--- config.mk ---
export PLATFORM = sky130hd
export DESIGN_NAME = verificador_contador_crescente_decrescente
export DESIGN_NICKNAME = d
export VERILOG_FILES = /design/src/rtl/verificador_contador_crescente_decrescente_pkg.sv /design/src/rtl/verificador_contador_crescente_decrescente.sv
export SDC_FILE = /design/constraint.sdc
export NUM_CORES = 1
export LEC_CHECK = 0
export ABC_CLOCK_PERIOD_IN_PS = 5200
export CORE_MARGIN = 2
export CORE_UTILIZATION = 50
export DETAILED_ROUTE_END_ITERATION = 12
export PLACE_DENSITY_LB_ADDON = 0.15
export SLEW_MARGIN = 20
export SYNTH_ARGS = -nofsm -noshare
export SYNTH_HDL_FRONTEND = slang
export SYNTH_SLANG_ARGS = --single-unit
--- constraint.sdc ---
create_clock -name clock -period 5.2 [get_ports clock]
set_input_delay 1.56 -clock clock [delete_from_list [all_inputs] [get_ports clock]]
set_output_delay 1.56 -clock clock [all_outputs]
set_load 0.05 [all_outputs]
--- src/rtl/verificador_contador_crescente_decrescente_pkg.sv ---
// Shared types and helpers for the up/down (bounce) counter checker.
package pkg_contador;

    // Tracking states of the checker.
    typedef enum logic [1:0] {
        VAZIO,
        ESPERA_DIR,
        SUBINDO,
        DESCENDO
    } estado_t;

    // Error counter saturation value (8-bit counter).
    localparam int NUM_ERROS_MAX = 255;

    // Widest sample the step helper accepts; LARGURA must be below this.
    localparam int LARGURA_MAX = 31;

    // Signed step between two samples, computed one bit wider than the
    // samples so that 0 -> MAX is a large positive jump, never a wrap to -1.
    function automatic logic signed [LARGURA_MAX:0] delta_passo(
        input logic [LARGURA_MAX-1:0] anterior,
        input logic [LARGURA_MAX-1:0] atual
    );
        return $signed({1'b0, atual}) - $signed({1'b0, anterior});
    endfunction

endpackage

--- src/rtl/verificador_contador_crescente_decrescente.sv ---
// Monitor for the bounce counter stream: tracks direction, pulses on legal
// turnarounds at the extremes, counts completed cycles and illegal steps.
//
// Handshake: a sample is consumed on a rising clock edge only when valido=1;
// there is no back-pressure, the checker accepts every valid sample. All
// outputs are registered, so the response to a sample appears right after
// the edge that captures it.
module verificador_contador_crescente_decrescente
    import pkg_contador::*;
#(
    parameter int LARGURA        = 4,
    parameter int LARGURA_CICLOS = 8,
    parameter bit PERMITE_PAUSA  = 1'b0
) (
    input  logic                      clock,
    input  logic                      reset,
    input  logic                      valido,
    input  logic [LARGURA-1:0]        entrada,
    input  logic                      limpar,
    output logic                      direcao,
    output logic                      direcao_valida,
    output logic                      virada,
    output logic                      erro,
    output logic [7:0]                num_erros,
    output logic [LARGURA_CICLOS-1:0] num_ciclos
);

    localparam logic [LARGURA-1:0]            VALOR_MAX = '1;
    localparam logic [LARGURA-1:0]            VALOR_MIN = '0;
    localparam logic signed [LARGURA_MAX:0]   PASSO_MAIS  = 1;
    localparam logic signed [LARGURA_MAX:0]   PASSO_MENOS = -1;
    localparam logic signed [LARGURA_MAX:0]   PASSO_NULO  = 0;
    localparam logic [7:0]                    ERROS_MAX = 8'(NUM_ERROS_MAX);

    estado_t                     estado, estado_prox;
    logic [LARGURA-1:0]          anterior, anterior_prox;
    logic                        direcao_prox;
    logic                        direcao_valida_prox;
    logic                        virada_prox;
    logic                        erro_prox;
    logic [7:0]                  num_erros_prox;
    logic [LARGURA_CICLOS-1:0]   num_ciclos_prox;
    logic                        erro_detectado;
    logic                        virada_no_zero;
    logic signed [LARGURA_MAX:0] delta;
    logic [7:0]                  erros_base;
    logic [LARGURA_CICLOS-1:0]   ciclos_base;

    // Step of the current sample against the last accepted one.
    always_comb begin
        delta = delta_passo(LARGURA_MAX'(anterior), LARGURA_MAX'(entrada));
    end

    // State register plus all registered outputs.
    always_ff @(posedge clock or negedge reset) begin
        if (!reset) begin
            estado         <= VAZIO;
            anterior       <= '0;
            direcao        <= 1'b0;
            direcao_valida <= 1'b0;
            virada         <= 1'b0;
            erro           <= 1'b0;
            num_erros      <= '0;
            num_ciclos     <= '0;
        end else begin
            estado         <= estado_prox;
            anterior       <= anterior_prox;
            direcao        <= direcao_prox;
            direcao_valida <= direcao_valida_prox;
            virada         <= virada_prox;
            erro           <= erro_prox;
            num_erros      <= num_erros_prox;
            num_ciclos     <= num_ciclos_prox;
        end
    end

    // Next-state logic: classify the step against the tracked direction.
    always_comb begin
        estado_prox         = estado;
        anterior_prox       = anterior;
        direcao_prox        = direcao;
        direcao_valida_prox = direcao_valida;
        virada_prox         = 1'b0;
        erro_detectado      = 1'b0;
        virada_no_zero      = 1'b0;

        if (valido) begin
            // Every valid sample becomes the new reference, even a bad one.
            anterior_prox = entrada;
            unique case (estado)
                VAZIO: begin
                    estado_prox = ESPERA_DIR;
                end
                ESPERA_DIR: begin
                    if (delta == PASSO_MAIS) begin
                        estado_prox         = SUBINDO;
                        direcao_prox        = 1'b1;
                        direcao_valida_prox = 1'b1;
                    end else if (delta == PASSO_MENOS) begin
                        estado_prox         = DESCENDO;
                        direcao_prox        = 1'b0;
                        direcao_valida_prox = 1'b1;
                    end else if (delta == PASSO_NULO) begin
                        erro_detectado = !PERMITE_PAUSA;
                    end else begin
                        erro_detectado = 1'b1;
                    end
                end
                SUBINDO: begin
                    if (delta == PASSO_MAIS) begin
                        estado_prox = SUBINDO;
                    end else if (delta == PASSO_MENOS && anterior == VALOR_MAX) begin
                        estado_prox  = DESCENDO;
                        direcao_prox = 1'b0;
                        virada_prox  = 1'b1;
                    end else if (delta == PASSO_NULO) begin
                        erro_detectado = !PERMITE_PAUSA;
                    end else begin
                        erro_detectado = 1'b1;
                    end
                end
                DESCENDO: begin
                    if (delta == PASSO_MENOS) begin
                        estado_prox = DESCENDO;
                    end else if (delta == PASSO_MAIS && anterior == VALOR_MIN) begin
                        estado_prox    = SUBINDO;
                        direcao_prox   = 1'b1;
                        virada_prox    = 1'b1;
                        virada_no_zero = 1'b1;
                    end else if (delta == PASSO_NULO) begin
                        erro_detectado = !PERMITE_PAUSA;
                    end else begin
                        erro_detectado = 1'b1;
                    end
                end
                default: begin
                    estado_prox = VAZIO;
                end
            endcase

            // An illegal step drops the direction and resynchronises.
            if (erro_detectado) begin
                estado_prox         = ESPERA_DIR;
                direcao_valida_prox = 1'b0;
                virada_prox         = 1'b0;
                virada_no_zero      = 1'b0;
            end
        end
    end

    // Counters and sticky flag: limpar clears first, a same-cycle event then counts.
    always_comb begin
        erro_prox   = limpar ? 1'b0 : erro;
        erros_base  = limpar ? '0 : num_erros;
        ciclos_base = limpar ? '0 : num_ciclos;

        num_erros_prox  = erros_base;
        num_ciclos_prox = ciclos_base;

        if (erro_detectado) begin
            erro_prox = 1'b1;
            if (erros_base != ERROS_MAX) begin
                num_erros_prox = erros_base + 8'd1;
            end
        end
        if (virada_no_zero) begin
            num_ciclos_prox = ciclos_base + 1'b1;
        end
    end

endmodule

==> results of run 1 <==
state kept, by name (all words and copies together), names as in the netlist:
| name | flops |
|---|---|
| num_ciclos | 8 |
| num_erros | 8 |
| anterior | 4 |
| estado | 2 |
| direcao | 1 |
| direcao_valida | 1 |
| erro | 1 |
| virada | 1 |
routing by layer:
metal	global-route usage [%]	vias to the layer above	share of wire [%]
met1	26.3	670	46
met5	0	-	0
met2	33.2	30	49
met4	5.47	0	1.1
li1	-	692	-
met3	2.10	6	3.5
synth_stat cells (all sizes together), types with 2 or more instances:
| master | number |
|---|---|
| a221oi | 2 |
| inv | 12 |
| nor3 | 2 |
| nor2b | 9 |
| xor2 | 7 |
| o22ai | 2 |
| ha | 10 |
| a31oi | 7 |
| nand4 | 6 |
| clkbuf | 3 |
| or4 | 2 |
| and3 | 4 |
| nand2 | 11 |
| nand3 | 10 |
| buf | 2 |
| a21o | 3 |
| dfrtp | 26 |
| nor2 | 13 |
| mux2 | 4 |
| a211oi | 2 |
| o21ai | 6 |
| nand2b | 2 |
| a21oi | 6 |
| xnor2 | 2 |
layout make-up:
cell class	instances	area [um2]	area share, %
Timing Repair Buffer	29	285	14.2
Inverter	12	45.0	2.25
Sequential cell	26	651	32.5
Clock buffer	4	36.3	1.81
Tap cell	44	55.1	2.75
Multi-Input combinational cell	130	932	46.5
cell usage in the layout (no fill, tap or decap), types with 3 or more instances in the layout:
cell type and instances:
sky130_fd_sc_hd__nand2_1 11, sky130_fd_sc_hd__nand3_1 9, sky130_fd_sc_hd__a31oi_1 7, sky130_fd_sc_hd__a21o_1 3, sky130_fd_sc_hd__nor2b_1 9, sky130_fd_sc_hd__nand4_1 6, sky130_fd_sc_hd__ha_1 10, sky130_fd_sc_hd__inv_1 12
sky130_fd_sc_hd__clkdlybuf4s50_1 27, sky130_fd_sc_hd__clkbuf_4 3, sky130_fd_sc_hd__o21ai_0 4, sky130_fd_sc_hd__xor2_1 7, sky130_fd_sc_hd__nor2_1 13, sky130_fd_sc_hd__a21oi_1 5, sky130_fd_sc_hd__dfrtp_1 26
per-stage QoR:
stage | instances | worst slack (ns) | util, % | hold WS [ns]
2_1_floorplan | 173 | 1.29 | - | 0.532
3_3_place_gp | 241 | 0.735 | 63.4 | 0.512
3_5_place_dp | 241 | 0.632 | 63.4 | 0.533
4_1_cts | 245 | 0.988 | 64.6 | 0.554
5_1_grt | 245 | 0.781 | 64.6 | 0.590
6_report | 245 | 0.965 | 64.6 | 0.545
report_power, final:
part	internal (W)	switching, W	total, W
clock	0.0000427	0.0000600	0.000103
combinational	0.000124	0.000209	0.000334
sequential	0.000232	0.0000255	0.000258
total	0.000399	0.000295	0.000694
how the worst max path moves through the flow:
| stage | startpoint | to | cells past startpoint |
|---|---|---|---|
| after floorplan | entrada[0] | num_erros[1] | 12 |
| after global placement | entrada[0] | num_erros[1] | 12 |
| after detailed placement | entrada[0] | num_erros[1] | 12 |
| after CTS | entrada[0] | num_erros[1] | 12 |
| after global routing | entrada[0] | num_erros[1] | 12 |
| final | entrada[0] | num_erros[1] | 12 |
worst reg2reg max path, delay by kind of cell (launching register included):
family                   cells  cell delay, ns
AO/OA/AOI/OAI                3            0.88
adder cells (fa/ha/maj)      2            0.61
flip-flops                   1            0.43
AND/OR/NAND/NOR              2            0.35
multiplexers                 1            0.32
XOR/XNOR                     1            0.20
buffers and inverters        1            0.06
logic make-up after synthesis:
logic type	after synthesis	share of synthesized area, %
AO/OA/AOI/OAI	38	16.2
XOR/XNOR	9	4.77
adder cells (fa/ha/maj)	11	8.77
buffers and inverters	17	4.31
flip-flops	26	39.3
multiplexers	5	3.55
AND/OR/NAND/NOR	67	23.1
==> run_summary.xml, run 1 <==
<?xml version="1.0" encoding="UTF-8"?>
<metrics>
  <group name="logic_synthesis">
    <metric name="synth_async_sr_flop_share" unit="%">100</metric>
    <metric name="synth.distinct_cells" unit="">53</metric>
    <metric name="yosysTopAreaCellShare" unit="%">39.3</metric>
    <metric name="synth_edf_count" unit="">0</metric>
    <metric name="synth_sequential_area_ratio" unit="%">39.3</metric>
    <metric name="primary_flip_flop_cell_chosen_by_synthesis_mapping" unit="">sky130_fd_sc_hd__dfrtp_1</metric>
    <metric name="synth_cells" unit="">173</metric>
    <metric name="synth_seq_cells" unit="">26</metric>
    <metric name="synth.avg_cell_area" unit="um2">9.56</metric>
    <metric name="synthesis.nets" unit="">192</metric>
    <metric name="netlist.top_cell.by_area" unit="">sky130_fd_sc_hd__dfrtp_1</metric>
    <metric name="synthesis.yosys.warnings" unit="">0</metric>
    <metric name="mappedNetlistArea" unit="um2">1650</metric>
    <metric name="synth.top_cells.by_area" unit="">sky130_fd_sc_hd__dfrtp_1 (39%), sky130_fd_sc_hd__ha_1 (7.6%), sky130_fd_sc_hd__xor2_1 (3.7%), sky130_fd_sc_hd__nor2b_1 (3.4%), sky130_fd_sc_hd__nor2_1 (3.0%)</metric>
  </group>
  <group name="worst_setup_path">
    <metric name="r2r.worst_path.cells" unit="">10</metric>
    <metric name="worstPathMaxFanout" unit="">9</metric>
    <metric name="crit_path_top_delay_cell" unit="">sky130_fd_sc_hd__clkdlybuf4s50_1</metric>
    <metric name="critPathArrivalTime" unit="ns">4.45</metric>
    <metric name="endpoint_class_of_the_critical_path" unit="">flip-flop</metric>
    <metric name="timing.critical_path.mode_cell" unit="">sky130_fd_sc_hd__inv_1</metric>
    <metric name="reg2reg_to" unit="">num_erros[1]</metric>
    <metric name="worst-r2r-setup-slack" unit="ns">2.25</metric>
    <metric name="startpoint_types" unit="">input port</metric>
    <metric name="cpLargestDelayFamily" unit="">compound AO/OA/AOI/OAI gates</metric>
    <metric name="worst-path-buf-inv" unit="">3</metric>
    <metric name="cp_cell_sequence" unit="">clkdlybuf4s50_1 &gt; inv_1 &gt; ha_1 &gt; inv_1 &gt; fa_1 &gt; xor2_1 &gt; a2111oi_2 &gt; o21ai_2 &gt; and3_4 &gt; a21o_1 &gt; nand3_2 &gt; mux2_1</metric>
    <metric name="reg2reg_from" unit="">anterior[0]</metric>
    <metric name="crit_path_max_incr_delay" unit="ns">0.43</metric>
    <metric name="cp.required" unit="ns">5.41</metric>
    <metric name="criticalPathCategory" unit="">input port to flip-flop</metric>
  </group>
  <group name="routing">
    <metric name="antenna_left" unit="">0</metric>
    <metric name="dr_vias_cell" unit="">5.71</metric>
    <metric name="drt_drc_violations_left" unit="">0</metric>
    <metric name="via_count_of_the_routed_design" unit="">1398</metric>
    <metric name="postRouteWirelength" unit="um">3390</metric>
    <metric name="drt-initial-drc-count" unit="">78</metric>
    <metric name="drt_pass1_iterations" unit="">4</metric>
    <metric name="post_detailed_route_wirelength_per_cell" unit="um">13.8</metric>
  </group>
  <group name="clock_tree">
    <metric name="root_buffer" unit="">sky130_fd_sc_hd__clkbuf_4</metric>
    <metric name="cts_hold_buffers" unit="">0</metric>
    <metric name="clk_path_buf_depth" unit="">2</metric>
    <metric name="clk_pin_slew_worst_paths" unit="ns">0.14</metric>
    <metric name="clkLatencyLatePin" unit="ns">0.31</metric>
    <metric name="cts_resized" unit="">0</metric>
    <metric name="cts_tree" unit="">done</metric>
    <metric name="postCtsSetupBuffers" unit="">0</metric>
    <metric name="cts_buffers" unit="">3</metric>
    <metric name="clkSinkCount" unit="">26</metric>
    <metric name="h-tree-depth" unit="">1</metric>
  </group>
  <group name="sta">
    <metric name="timing.final.setup_violations" unit="">0</metric>
    <metric name="fin_skew" unit="ns">0.00141</metric>
    <metric name="setup_tns" unit="ns">0</metric>
    <metric name="fmaxAchievable" unit="MHz">236</metric>
    <metric name="timing_hold_violations_final" unit="">0</metric>
    <metric name="worst_slew_pin_slew" unit="ns">0.702</metric>
    <metric name="grt_setup_unrepaired" unit="">false</metric>
    <metric name="final_worst_path_period_share" unit="%">81.5</metric>
    <metric name="fin_crit" unit="ns">4.24</metric>
    <metric name="max_slew_margin" unit="%">53.1</metric>
    <metric name="final-max-slew-violation-count" unit="">0</metric>
  </group>
  <group name="layout">
    <metric name="area_of_all_placed_cells_without_fillers" unit="um2">2000</metric>
    <metric name="nFillCells" unit="">290</metric>
    <metric name="drive_above_1_share" unit="%">8.46</metric>
    <metric name="antenna_cells" unit="">0</metric>
    <metric name="area.growth.synth_to_final" unit="%">21.2</metric>
    <metric name="finalNetCount" unit="">221</metric>
  </group>
  <group name="placed_design">
    <metric name="gpl.final_weighted_congestion" unit="">0.873</metric>
    <metric name="placedInstanceArea" unit="um2">1970</metric>
    <metric name="portBuffers" unit="">27</metric>
    <metric name="detailedPlacementHpwl" unit="um">2630</metric>
  </group>
  <group name="global_routing">
    <metric name="grt_pass1_wl" unit="um">5640</metric>
    <metric name="grt_max_degree" unit="">27</metric>
    <metric name="grt_total_ovfl" unit="">0</metric>
    <metric name="groute.usage.overall" unit="%">19.5</metric>
    <metric name="number_of_antenna_violations_at_the_first_check_in_global_routing" unit="">0</metric>
    <metric name="first_global_vias" unit="">1312</metric>
  </group>
  <group name="power">
    <metric name="power.density_cell_area" unit="nW/um2">346</metric>
    <metric name="total_power" unit="W">0.000694</metric>
    <metric name="leakagePower" unit="nW">0.872</metric>
    <metric name="peakVddDrop" unit="mV">0.212</metric>
  </group>
  <group name="die">
    <metric name="core_area" unit="um2">3100</metric>
    <metric name="num_io_pins" unit="">28</metric>
    <metric name="starting_utilization_of_the_core_area" unit="%">53.3</metric>
    <metric name="die-height" unit="um">61.5</metric>
    <metric name="fp.dieW" unit="um">61.5</metric>
    <metric name="std_cell_rows" unit="">20</metric>
    <metric name="dieArea" unit="um2">3780</metric>
  </group>
  <group name="min_path">
    <metric name="min_delay_path_class" unit="">flip-flop to flip-flop</metric>
    <metric name="hold_path_startpoint" unit="">direcao_valida</metric>
    <metric name="whs_endpoint" unit="">direcao_valida</metric>
    <metric name="min_path_cells" unit="">2</metric>
  </group>
  <group name="status">
    <metric name="outcome" unit="">completed</metric>
  </group>
  <group name="flow_run">
    <metric name="drv_cap" unit="">0</metric>
  </group>
</metrics>
Power figures use the tool's default switching activity.
==> run 2, diff against run 1 <==
ABC_CLOCK_PERIOD_IN_PS = 3650   (was 5200)
CORE_UTILIZATION = 47   (was 50)
clock period = 3.65 ns   (was 5.2 ns; I/O delays follow)
==> run 2 against run 1 <==
Die area grew 6.0%. First-iteration DRC count fell by 50%. Sequential power up 44%. Via count is 1.9% higher. Setup slack worse by 0.89 ns. Register-to-register slack worse by 1.3 ns. Clock skew up 0.015 ns. Sequential share of layout area decreased by 1.8 points. Cell count up 5.3%. Clock power up 100%. Global-route usage is 0.12 points higher. Critical path type unchanged. Critical endpoint unchanged. Largest power group unchanged. Highest routed layer unchanged.
==> run_summary.xml, run 2 (same netlist as run 1, synthesis figures left out) <==
<?xml version="1.0" encoding="UTF-8"?>
<metrics>
  <group name="global_routing">
    <metric name="grt_total_ovfl" unit="">0</metric>
    <metric name="number_of_antenna_violations_at_the_first_check_in_global_routing" unit="">0</metric>
    <metric name="groute.usage.overall" unit="%">19.6</metric>
    <metric name="grt_pass1_wl" unit="um">6370</metric>
    <metric name="first_global_vias" unit="">1407</metric>
    <metric name="grt_max_degree" unit="">27</metric>
  </group>
  <group name="power">
    <metric name="leakagePower" unit="nW">0.933</metric>
    <metric name="p_comb_share" unit="%">47.9</metric>
    <metric name="power.density_cell_area" unit="nW/um2">522</metric>
    <metric name="power.net_switching" unit="W">0.000449</metric>
    <metric name="cell_internal_pwr" unit="W">0.000658</metric>
    <metric name="peakVddDrop" unit="mV">0.329</metric>
    <metric name="power.share.switching" unit="%">40.6</metric>
    <metric name="share_seq_of_total_power" unit="%">33.5</metric>
    <metric name="fraction_of_power_consumed_by_the_clock_network" unit="%">18.6</metric>
  </group>
  <group name="clock_tree">
    <metric name="cts_buffers" unit="">3</metric>
    <metric name="clk_pin_slew_worst_paths" unit="ns">0.16</metric>
    <metric name="cts_resized" unit="">0</metric>
    <metric name="clkLatencyLatePin" unit="ns">0.34</metric>
    <metric name="clk_path_buf_depth" unit="">2</metric>
    <metric name="postCtsSetupBuffers" unit="">0</metric>
    <metric name="cts_hold_buffers" unit="">0</metric>
    <metric name="h-tree-depth" unit="">1</metric>
    <metric name="clkSinkCount" unit="">26</metric>
    <metric name="cts_tree" unit="">done</metric>
    <metric name="root_buffer" unit="">sky130_fd_sc_hd__clkbuf_4</metric>
  </group>
  <group name="routing">
    <metric name="dr_vias_cell" unit="">5.52</metric>
    <metric name="antenna_left" unit="">0</metric>
    <metric name="drt_drc_violations_left" unit="">0</metric>
    <metric name="drt-initial-drc-count" unit="">39</metric>
    <metric name="postRouteWirelength" unit="um">3790</metric>
    <metric name="post_detailed_route_wirelength_per_cell" unit="um">14.7</metric>
    <metric name="drt_pass1_iterations" unit="">4</metric>
    <metric name="via_count_of_the_routed_design" unit="">1425</metric>
  </group>
  <group name="worst_setup_path">
    <metric name="worst-r2r-setup-slack" unit="ns">0.94</metric>
    <metric name="reg2reg_from" unit="">anterior[0]</metric>
    <metric name="startpoint_types" unit="">input port</metric>
    <metric name="criticalPathCategory" unit="">input port to flip-flop</metric>
    <metric name="worstPathMaxFanout" unit="">7</metric>
    <metric name="cp.required" unit="ns">3.90</metric>
    <metric name="reg2reg_to" unit="">num_erros[1]</metric>
    <metric name="critPathArrivalTime" unit="ns">3.82</metric>
    <metric name="endpoint_class_of_the_critical_path" unit="">flip-flop</metric>
    <metric name="r2r.worst_path.cells" unit="">9</metric>
  </group>
  <group name="min_path">
    <metric name="min_path_cells" unit="">2</metric>
    <metric name="hold_path_startpoint" unit="">direcao_valida</metric>
    <metric name="whs_endpoint" unit="">direcao_valida</metric>
    <metric name="min_delay_path_class" unit="">flip-flop to flip-flop</metric>
  </group>
  <group name="die">
    <metric name="std_cell_rows" unit="">21</metric>
    <metric name="starting_utilization_of_the_core_area" unit="%">49.2</metric>
    <metric name="dieArea" unit="um2">4010</metric>
    <metric name="core_area" unit="um2">3360</metric>
    <metric name="die-height" unit="um">63.3</metric>
    <metric name="fp.dieW" unit="um">63.3</metric>
    <metric name="num_io_pins" unit="">28</metric>
  </group>
  <group name="placed_design">
    <metric name="gpl.final_weighted_congestion" unit="">0.892</metric>
    <metric name="portBuffers" unit="">27</metric>
    <metric name="detailedPlacementHpwl" unit="um">2810</metric>
    <metric name="worst_slack_placed" unit="ns">-0.340</metric>
    <metric name="placedInstanceArea" unit="um2">2050</metric>
  </group>
  <group name="sta">
    <metric name="setup_tns" unit="ns">0</metric>
    <metric name="timing.final.setup_violations" unit="">0</metric>
    <metric name="final-max-slew-violation-count" unit="">0</metric>
    <metric name="hold-worst-slack" unit="ns">0.554</metric>
    <metric name="fin_crit" unit="ns">3.57</metric>
    <metric name="final_worst_path_period_share" unit="%">97.9</metric>
    <metric name="max_slew_margin" unit="%">54.5</metric>
    <metric name="worst_slew_pin_slew" unit="ns">0.676</metric>
    <metric name="timing_hold_violations_final" unit="">0</metric>
    <metric name="final.setup.worst_slack" unit="ns">0.0768</metric>
    <metric name="fmaxAchievable" unit="MHz">280</metric>
    <metric name="fin_skew" unit="ns">0.0166</metric>
  </group>
  <group name="status">
    <metric name="outcome" unit="">completed</metric>
  </group>
  <group name="layout">
    <metric name="area_of_all_placed_cells_without_fillers" unit="um2">2120</metric>
    <metric name="drive_above_1_share" unit="%">13.7</metric>
    <metric name="antenna_cells" unit="">0</metric>
    <metric name="seqCellArea" unit="um2">651</metric>
    <metric name="mostFrequentLayoutCell" unit="">sky130_fd_sc_hd__clkdlybuf4s50_1</metric>
    <metric name="nFillCells" unit="">300</metric>
    <metric name="area.growth.synth_to_final" unit="%">28.1</metric>
    <metric name="largestRegisters" unit="">num_ciclos x8, num_erros x8, anterior x4</metric>
    <metric name="multiInputGateArea" unit="um2">946</metric>
    <metric name="finalNetCount" unit="">232</metric>
    <metric name="commonest_non_fill_non_tap_cells_in_the_layout" unit="">sky130_fd_sc_hd__clkdlybuf4s50_1 (27), sky130_fd_sc_hd__dfrtp_1 (26), sky130_fd_sc_hd__nor2_1 (13), sky130_fd_sc_hd__buf_4 (13), sky130_fd_sc_hd__inv_1 (12)</metric>
  </group>
  <group name="flow_run">
    <metric name="drv_cap" unit="">0</metric>
  </group>
</metrics>
==> run 2: through the flow <==
stage	instances	utilization (%)	power (W)
finish	258	63.0	0.00111
global route	258	63.0	0.00118
CTS	258	62.6	0.00110
detailed placement	254	61.0	0.000892
global placement	254	61.0	0.000879
floorplan	173	-	0.000730
==> run 2: routing by layer <==
layer  share of wire [%]  GRT usage (%)  vias up
met1                  48           25.1      688
met4                 1.1           4.89        0
met2                  48           34.9       31
met5                   0              0        -
met3                 2.8           2.68        4
li1                    -              -      702
==> run 2: area by class of cell <==
cell class                 instances  share of cell area (%)
clock buffer                       3                    1.06
clock inverter                     1                    1.42
inverter                          12                    2.13
multi-input combinational        130                    44.6
sequential                        26                    30.7
tap                               46                    2.72
timing repair buffer              40                    17.4
==> run 2: critical path, cell delays in order <==
cell	delay, ns
sky130_fd_sc_hd__clkdlybuf4s50_1	0.48
sky130_fd_sc_hd__inv_1	0.05
sky130_fd_sc_hd__ha_1	0.20
sky130_fd_sc_hd__inv_1	0.07
sky130_fd_sc_hd__fa_1	0.47
sky130_fd_sc_hd__a2111oi_4	0.40
sky130_fd_sc_hd__o21a_2	0.23
sky130_fd_sc_hd__a21oi_1	0.11
sky130_fd_sc_hd__a21o_2	0.30
sky130_fd_sc_hd__nand3_2	0.09
sky130_fd_sc_hd__mux2_1	0.33
==> run 2: worst max path at each step <==
stage,start,endpoint,slack [ns],cells past startpoint
3_3_place_gp,entrada[0],num_erros[1],-0.27,12
5_1_grt,entrada[0],num_erros[1],-0.01,11
3_5_place_dp,entrada[0],num_erros[1],-0.34,12
2_1_floorplan,entrada[0],num_erros[1],0.21,12
6_report,entrada[0],num_erros[1],0.08,11
4_1_cts,entrada[0],num_erros[1],0.03,12
==> run 2: power groups by stage <==
stage	Combinational (W)	Sequential, W	Clock (W)
detailed placement	0.000516	0.000376	0
finish	0.000530	0.000371	0.000206
global route	0.000571	0.000380	0.000226
floorplan	0.000260	0.000470	0
CTS	0.000520	0.000371	0.000210
global placement	0.000506	0.000373	0
==> run 3, diff against run 2 <==
--- a/config.mk
+++ b/config.mk
@@ -7,5 +7,6 @@
 export LEC_CHECK = 0
+export ABC_AREA = 1
 export ABC_CLOCK_PERIOD_IN_PS = 3650
 export CORE_MARGIN = 2
-export CORE_UTILIZATION = 47
+export CORE_UTILIZATION = 49
 export DETAILED_ROUTE_END_ITERATION = 12
==> constraint.sdc (replaced) <==
create_clock -name clock -period 3.65 [get_ports clock]
set_input_delay 0.9125 -clock clock [delete_from_list [all_inputs] [get_ports clock]]
set_output_delay 0.9125 -clock clock [all_outputs]
set_load 0.05 [all_outputs]
==> run 3 against run 2 <==
Via count increased by 16%. Combinational power down 13%. Non-clock buffer count down 10. Sequential power decreased by 4%. Clock skew shrank 0.013 ns. Wire length fell by 7.1%. Power fell by 12%. Register-to-register slack better by 0.37 ns. Core utilization shrank 2.2 points. Final area up 3.4%. Highest routed layer unchanged.
==> run_summary.xml, run 3 <==
<?xml version="1.0" encoding="UTF-8"?>
<metrics>
  <group name="sta">
    <metric name="fin_crit" unit="ns">3.02</metric>
    <metric name="timing.final.setup_violations" unit="">0</metric>
    <metric name="final_worst_path_period_share" unit="%">82.6</metric>
    <metric name="timing_hold_violations_final" unit="">0</metric>
    <metric name="setup_tns" unit="ns">0</metric>
    <metric name="max_slew_margin" unit="%">66.7</metric>
    <metric name="fmaxAchievable" unit="MHz">332</metric>
    <metric name="fin_skew" unit="ns">0.00335</metric>
    <metric name="final-max-slew-violation-count" unit="">0</metric>
    <metric name="worst_slew_pin_slew" unit="ns">0.497</metric>
    <metric name="grt_setup_unrepaired" unit="">false</metric>
  </group>
  <group name="logic_synthesis">
    <metric name="netlist.top_cell.by_area" unit="">sky130_fd_sc_hd__dfrtp_1</metric>
    <metric name="primary_flip_flop_cell_chosen_by_synthesis_mapping" unit="">sky130_fd_sc_hd__dfrtp_1</metric>
    <metric name="synth.distinct_cells" unit="">28</metric>
    <metric name="synth_edf_count" unit="">0</metric>
    <metric name="synth_cells" unit="">255</metric>
    <metric name="synth_sequential_area_ratio" unit="%">35.8</metric>
    <metric name="synth_async_sr_flop_share" unit="%">100</metric>
    <metric name="synth.avg_cell_area" unit="um2">7.13</metric>
    <metric name="ys_top_cells_by_count" unit="">sky130_fd_sc_hd__nand2_1 (83), sky130_fd_sc_hd__inv_1 (36), sky130_fd_sc_hd__nand3_1 (34), sky130_fd_sc_hd__dfrtp_1 (26), sky130_fd_sc_hd__nor2_1 (17)</metric>
    <metric name="synthesis.yosys.warnings" unit="">0</metric>
    <metric name="mappedNetlistArea" unit="um2">1820</metric>
    <metric name="synthesis.nets" unit="">274</metric>
    <metric name="yosys.cell_count.top_type" unit="">sky130_fd_sc_hd__nand2_1</metric>
    <metric name="synth.top_cells.by_area" unit="">sky130_fd_sc_hd__dfrtp_1 (36%), sky130_fd_sc_hd__nand2_1 (17%), sky130_fd_sc_hd__nand3_1 (9.4%), sky130_fd_sc_hd__inv_1 (7.4%), sky130_fd_sc_hd__ha_1 (6.9%)</metric>
    <metric name="synth_seq_cells" unit="">26</metric>
    <metric name="yosysTopAreaCellShare" unit="%">35.8</metric>
  </group>
  <group name="clock_tree">
    <metric name="cts_resized" unit="">0</metric>
    <metric name="root_buffer" unit="">sky130_fd_sc_hd__clkbuf_8</metric>
    <metric name="clkSinkCount" unit="">26</metric>
    <metric name="postCtsSetupBuffers" unit="">0</metric>
    <metric name="cts_hold_buffers" unit="">0</metric>
    <metric name="clk_path_buf_depth" unit="">2</metric>
    <metric name="cts_buffers" unit="">3</metric>
    <metric name="cts_tree" unit="">done</metric>
    <metric name="clk_pin_slew_worst_paths" unit="ns">0.08</metric>
    <metric name="clkLatencyLatePin" unit="ns">0.26</metric>
    <metric name="h-tree-depth" unit="">1</metric>
  </group>
  <group name="layout">
    <metric name="area.growth.synth_to_final" unit="%">20.6</metric>
    <metric name="antenna_cells" unit="">0</metric>
    <metric name="drive_above_1_share" unit="%">7.39</metric>
    <metric name="largestRegisters" unit="">num_ciclos x8, num_erros x8, anterior x4</metric>
    <metric name="mostFrequentLayoutCell" unit="">sky130_fd_sc_hd__nand2_1</metric>
    <metric name="area_of_all_placed_cells_without_fillers" unit="um2">2190</metric>
    <metric name="nFillCells" unit="">338</metric>
    <metric name="commonest_non_fill_non_tap_cells_in_the_layout" unit="">sky130_fd_sc_hd__nand2_1 (83), sky130_fd_sc_hd__inv_1 (36), sky130_fd_sc_hd__nand3_1 (34)</metric>
    <metric name="instances_no_fill" unit="">332</metric>
    <metric name="utilization" unit="%">60.8</metric>
    <metric name="finalNetCount" unit="">305</metric>
  </group>
  <group name="power">
    <metric name="fraction_of_power_consumed_by_the_clock_network" unit="%">16.2</metric>
    <metric name="power.share.switching" unit="%">43.0</metric>
    <metric name="peakVddDrop" unit="mV">0.392</metric>
    <metric name="power.net_switching" unit="W">0.000420</metric>
    <metric name="cell_internal_pwr" unit="W">0.000555</metric>
    <metric name="p_comb_share" unit="%">47.2</metric>
    <metric name="share_seq_of_total_power" unit="%">36.6</metric>
    <metric name="power.density_cell_area" unit="nW/um2">445</metric>
    <metric name="leakagePower" unit="nW">1.12</metric>
  </group>
  <group name="worst_setup_path">
    <metric name="critPathArrivalTime" unit="ns">3.17</metric>
    <metric name="reg2reg_to" unit="">num_erros[7]</metric>
    <metric name="criticalPathCategory" unit="">input port to flip-flop</metric>
    <metric name="worst-path-buf-inv" unit="">4</metric>
    <metric name="endpoint_class_of_the_critical_path" unit="">flip-flop</metric>
    <metric name="worst-r2r-setup-slack" unit="ns">1.31</metric>
    <metric name="cp.required" unit="ns">3.80</metric>
    <metric name="worstPathMaxFanout" unit="">10</metric>
    <metric name="r2r.worst_path.cells" unit="">14</metric>
    <metric name="reg2reg_from" unit="">anterior[0]</metric>
    <metric name="cpLargestDelayFamily" unit="">simple AND/OR/NAND/NOR gates</metric>
    <metric name="crit_path_max_incr_delay" unit="ns">0.45</metric>
    <metric name="crit_path_top_delay_cell" unit="">sky130_fd_sc_hd__clkdlybuf4s50_1</metric>
    <metric name="cp_cell_sequence" unit="">clkdlybuf4s50_1 &gt; inv_1 &gt; ha_1 &gt; inv_1 &gt; fa_1 &gt; nor2_1 &gt; nand2_1 &gt; nor2_2 &gt; nand3_2 &gt; nand3_2 &gt; nand3_2 &gt; nand2_4 &gt; inv_4 &gt; nand2_1 &gt; nand2_1</metric>
    <metric name="startpoint_types" unit="">input port</metric>
  </group>
  <group name="die">
    <metric name="die-height" unit="um">64.9</metric>
    <metric name="std_cell_rows" unit="">22</metric>
    <metric name="fp.dieW" unit="um">64.9</metric>
    <metric name="core_area" unit="um2">3610</metric>
    <metric name="starting_utilization_of_the_core_area" unit="%">50.4</metric>
    <metric name="dieArea" unit="um2">4210</metric>
    <metric name="num_io_pins" unit="">28</metric>
  </group>
  <group name="routing">
    <metric name="antenna_left" unit="">0</metric>
    <metric name="dr_vias_cell" unit="">4.96</metric>
    <metric name="drt_pass1_iterations" unit="">4</metric>
    <metric name="drt-initial-drc-count" unit="">113</metric>
    <metric name="postRouteWirelength" unit="um">3520</metric>
    <metric name="via_count_of_the_routed_design" unit="">1646</metric>
    <metric name="drt_drc_violations_left" unit="">0</metric>
    <metric name="post_detailed_route_wirelength_per_cell" unit="um">10.6</metric>
  </group>
  <group name="global_routing">
    <metric name="grt_total_ovfl" unit="">0</metric>
    <metric name="grt_pass1_wl" unit="um">6570</metric>
    <metric name="groute.usage.overall" unit="%">19.1</metric>
    <metric name="first_global_vias" unit="">1554</metric>
    <metric name="number_of_antenna_violations_at_the_first_check_in_global_routing" unit="">0</metric>
    <metric name="grt_max_degree" unit="">27</metric>
  </group>
  <group name="min_path">
    <metric name="min_path_cells" unit="">2</metric>
    <metric name="min_delay_path_class" unit="">flip-flop to flip-flop</metric>
    <metric name="whs_endpoint" unit="">erro</metric>
    <metric name="hold_path_startpoint" unit="">erro</metric>
  </group>
  <group name="placed_design">
    <metric name="gpl.final_weighted_congestion" unit="">0.822</metric>
    <metric name="placedInstanceArea" unit="um2">2150</metric>
    <metric name="portBuffers" unit="">27</metric>
    <metric name="detailedPlacementHpwl" unit="um">2710</metric>
    <metric name="place_inst" unit="">329</metric>
  </group>
  <group name="status">
    <metric name="outcome" unit="">completed</metric>
  </group>
  <group name="flow_run">
    <metric name="drv_cap" unit="">0</metric>
  </group>
</metrics>
[run 3: power groups by stage]
stage	Combinational (W)	Clock (W)	Sequential, W
3_3_place_gp	0.000457	0	0.000363
6_report	0.000460	0.000158	0.000357
3_5_place_dp	0.000463	0	0.000363
5_1_grt	0.000515	0.000183	0.000365
2_1_floorplan	0.000262	0	0.000439
4_1_cts	0.000465	0.000170	0.000357
[run 3: logic make-up (layout without fill, tap and decap cells)]
group / count (synthesis) / after routing / share of synthesized area, %
xor+xnor: 8 / 8 / 3.85
simple gates: 157 / 157 / 39.9
flops: 26 / 26 / 35.8
fa+ha+maj: 11 / 11 / 7.98
compound gates: 12 / 12 / 3.58
buf+inv: 41 / 70 / 8.88
[run 3: worst max-delay path by stage]
| stage | startpoint | end | slack, ns | cells after the start |
|---|---|---|---|---|
| global placement | entrada[0] | num_erros[7] | 0.40 | 15 |
| global route | entrada[0] | num_erros[7] | 0.40 | 16 |
| CTS | entrada[0] | num_erros[7] | 0.62 | 15 |
| floorplan | entrada[0] | num_erros[4] | 0.99 | 15 |
| detailed placement | entrada[0] | num_erros[7] | 0.34 | 15 |
| finish | entrada[0] | num_erros[7] | 0.63 | 15 |
[run 3: area by class of cell]
type / count / area [um2] / share of cell area, %
clock buffer: 3 / 41.3 / 1.88
inverter: 37 / 141 / 6.45
tap: 48 / 60.1 / 2.74
timing repair buffer: 30 / 293 / 13.4
multi-input combinational: 188 / 1010 / 45.9
sequential: 26 / 651 / 29.7
[run 3: through the flow]
step / hold WS (ns) / power [W] / setup slack, ns
after floorplan: 0.501 / 0.000701 / 0.989
after global placement: 0.472 / 0.000821 / 0.404
after detailed placement: 0.470 / 0.000826 / 0.342
after CTS: 0.492 / 0.000992 / 0.621
after global routing: 0.539 / 0.00106 / 0.402
final: 0.490 / 0.000975 / 0.634
[run 3: per-layer routing]
| layer | track usage [%] | wire (um) | up-vias |
|---|---|---|---|
| li1 | - | - | 869 |
| met1 | 25.8 | 1730 | 748 |
| met2 | 32.7 | 1670 | 27 |
| met3 | 2.26 | 98 | 2 |
| met4 | 4.26 | 17 | 0 |
| met5 | 0 | 0 | - |
[run 3: worst register-to-register path, cell delays in order (launching register included)]
cell                      delay [ns]
sky130_fd_sc_hd__dfrtp_1        0.41
sky130_fd_sc_hd__ha_1           0.17
sky130_fd_sc_hd__inv_1          0.06
sky130_fd_sc_hd__fa_1           0.50
sky130_fd_sc_hd__inv_1          0.04
sky130_fd_sc_hd__nor2_1         0.08
sky130_fd_sc_hd__nand3_1        0.07
sky130_fd_sc_hd__nor2_1         0.16
sky130_fd_sc_hd__nand2_1        0.14
sky130_fd_sc_hd__nand3_2        0.13
sky130_fd_sc_hd__nand3_2        0.11
sky130_fd_sc_hd__nand2_4        0.15
sky130_fd_sc_hd__inv_4          0.08
sky130_fd_sc_hd__nand2_1        0.06
sky130_fd_sc_hd__nand2_1        0.06
==> RTL edit (config.mk and constraints of run 1) <==
The parameter `PERMITE_PAUSA` goes from 1'b0 to 1'b1.
--- a/src/rtl/verificador_contador_crescente_decrescente.sv
+++ b/src/rtl/verificador_contador_crescente_decrescente.sv
@@ -10,7 +10,7 @@
 #(
     parameter int LARGURA        = 4,
     parameter int LARGURA_CICLOS = 8,
-    parameter bit PERMITE_PAUSA  = 1'b0
+    parameter bit PERMITE_PAUSA  = 1'b1
 ) (
     input  logic                      clock,
     input  logic                      reset,
Behaviour: not the same (a bounded check fails within 4 cycles, from zero or initial values and one cycle with reset low).
==> RTL edit against run 1 <==
  * Largest power group unchanged
  * Area after synthesis grew 8.5%
  * Utilization shrank 1.3 points
  * Final area up 7.1%
  * Largest cell class unchanged
  * Wire length up 9.7%
  * Sequential cell count unchanged
  * First-iteration DRC count grew 2.6%
  * Total power decreased by 0.74%
  * Worst setup slack improved by 0.038 ns
==> RTL edit: results (changes against run 1) <==
worst endpoint data arrival time=4.43 ns (-0.02 ns); critical path endpoint=num_erros[1]; routed length per instance=14.7 um (+5.8%); Final #Nets=229 (+3.6%); Tot GR Track Use=20.2% (+0.66 points); first-pass GRT wire length=6690 um (+19%); Via Count=1424 (+1.9%); Area contributors post-synth=dfrtp_1 36%, ha_1 7.7%, nand2_1 3.3%; met2 GRT Util=36.5% (+3.2 points); gpl congestion=0.878 (+0.56%); Syn Nets=199 (+3.6%); Critical R2R Capture=num_erros[1]; Worst Skew=0.0105 ns (+0.00912 ns); status=finished, final reports clean; Post-DP HPWL=2800 um (+6.5%); measured slew at the worst slew-check pin=0.509 ns (-0.193 ns); fraction of layout cells with a size suffix above 1=13.9% (+5.5 points); Initial DRC Count=80 (+2.6%); peak supply drop=206 uV (-3.0%); Commonest cells post-synth=26 x dfrtp_1, 16 x nand2_1, 13 x inv_1, 11 x ha_1, 8 x o21ai_0; Netlist cell types=57 (+7.5%); r2r setup slk=2.29 ns (+0.04 ns); met1 usage=26.7% (+0.39 points); met3 global-route usage=2.11% (+0.012 points); HP Start=erro; DP Area=2110 um2 (+7.2%); Num CTS Buffers=3 (unchanged); Worst-Skew Late Latency=0.33 ns (+0.02 ns); vias in the first global route=1457 (+11%)
[RTL edit: changes by cell type in the layout (fill, tap and decap cells not counted), moves of 3 or more]
| cell | run 1 | this run |
|---|---|---|
| a31oi_1 | 7 | 3 |
| nand2_1 | 11 | 16 |
| nand4_1 | 6 | 3 |
| nor2_1 | 13 | 6 |
| o211ai_2 | 0 | 4 |
| o21ai_0 | 4 | 8 |
| or3_1 | 0 | 3 |
| xnor2_1 | 2 | 5 |
| xor2_1 | 7 | 4 |
[RTL edit: area by class of cell]
| type | instances | area (um2) |
|---|---|---|
| Clock buffer | 4 | 36.3 |
| Fill cell | 290 | 1240 |
| Timing Repair Buffer | 29 | 285 |
| Inverter | 13 | 48.8 |
| Sequential cell | 26 | 651 |
| Tap cell | 46 | 57.6 |
| Multi-Input combinational cell | 136 | 1070 |
[RTL edit: critical path: stages]
cell             delay, ns
clkdlybuf4s50_1       0.43
inv_1                 0.07
ha_1                  0.15
inv_1                 0.05
fa_1                  0.42
and2b_4               0.20
a2111oi_4             0.33
o211ai_2              0.24
and2_4                0.23
o211a_4               0.26
o21ai_4               0.16
mux2_1                0.33
[RTL edit: stage by stage]
stage / power [W] / setup slack [ns] / std cells / hold WS [ns]
floorplan: 0.000498 / 1.28 / 179 / 0.526
global placement: 0.000576 / 0.756 / 250 / 0.493
detailed placement: 0.000582 / 0.649 / 250 / 0.502
CTS: 0.000689 / 0.990 / 254 / 0.539
global route: 0.000731 / 0.840 / 254 / 0.562
finish: 0.000689 / 1.00 / 254 / 0.539
[RTL edit: how the worst min path moves through the flow]
stage	end	cells after the start
2_1_floorplan	anterior[0]	1
3_3_place_gp	erro	2
3_5_place_dp	erro	2
4_1_cts	erro	2
5_1_grt	erro	2
6_report	erro	2
[RTL edit: logic make-up after synthesis]
kind of cell	synth area share [%]
adder cells (fa/ha/maj)	8.78
XOR/XNOR	4.39
buffers and inverters	4.25
flip-flops	36.2
multiplexers	2.44
AND/OR/NAND/NOR	21.6
AO/OA/AOI/OAI	22.3
[RTL edit: per-layer routing]
layer  routed length (um)  share of wire (%)
met2                 1850                 50
met3                   90                2.4
met4                   23               0.62
met5                    0                  0
met1                 1760                 47
[RTL edit: where the power goes]
| group | leakage, nW | total, W | switching [W] | internal, W |
|---|---|---|---|---|
| sequential | 0.342 | 0.000251 | 0.0000230 | 0.000228 |
| clock | 0.0210 | 0.000107 | 0.0000638 | 0.0000429 |
| combinational | 0.530 | 0.000331 | 0.000206 | 0.000125 |
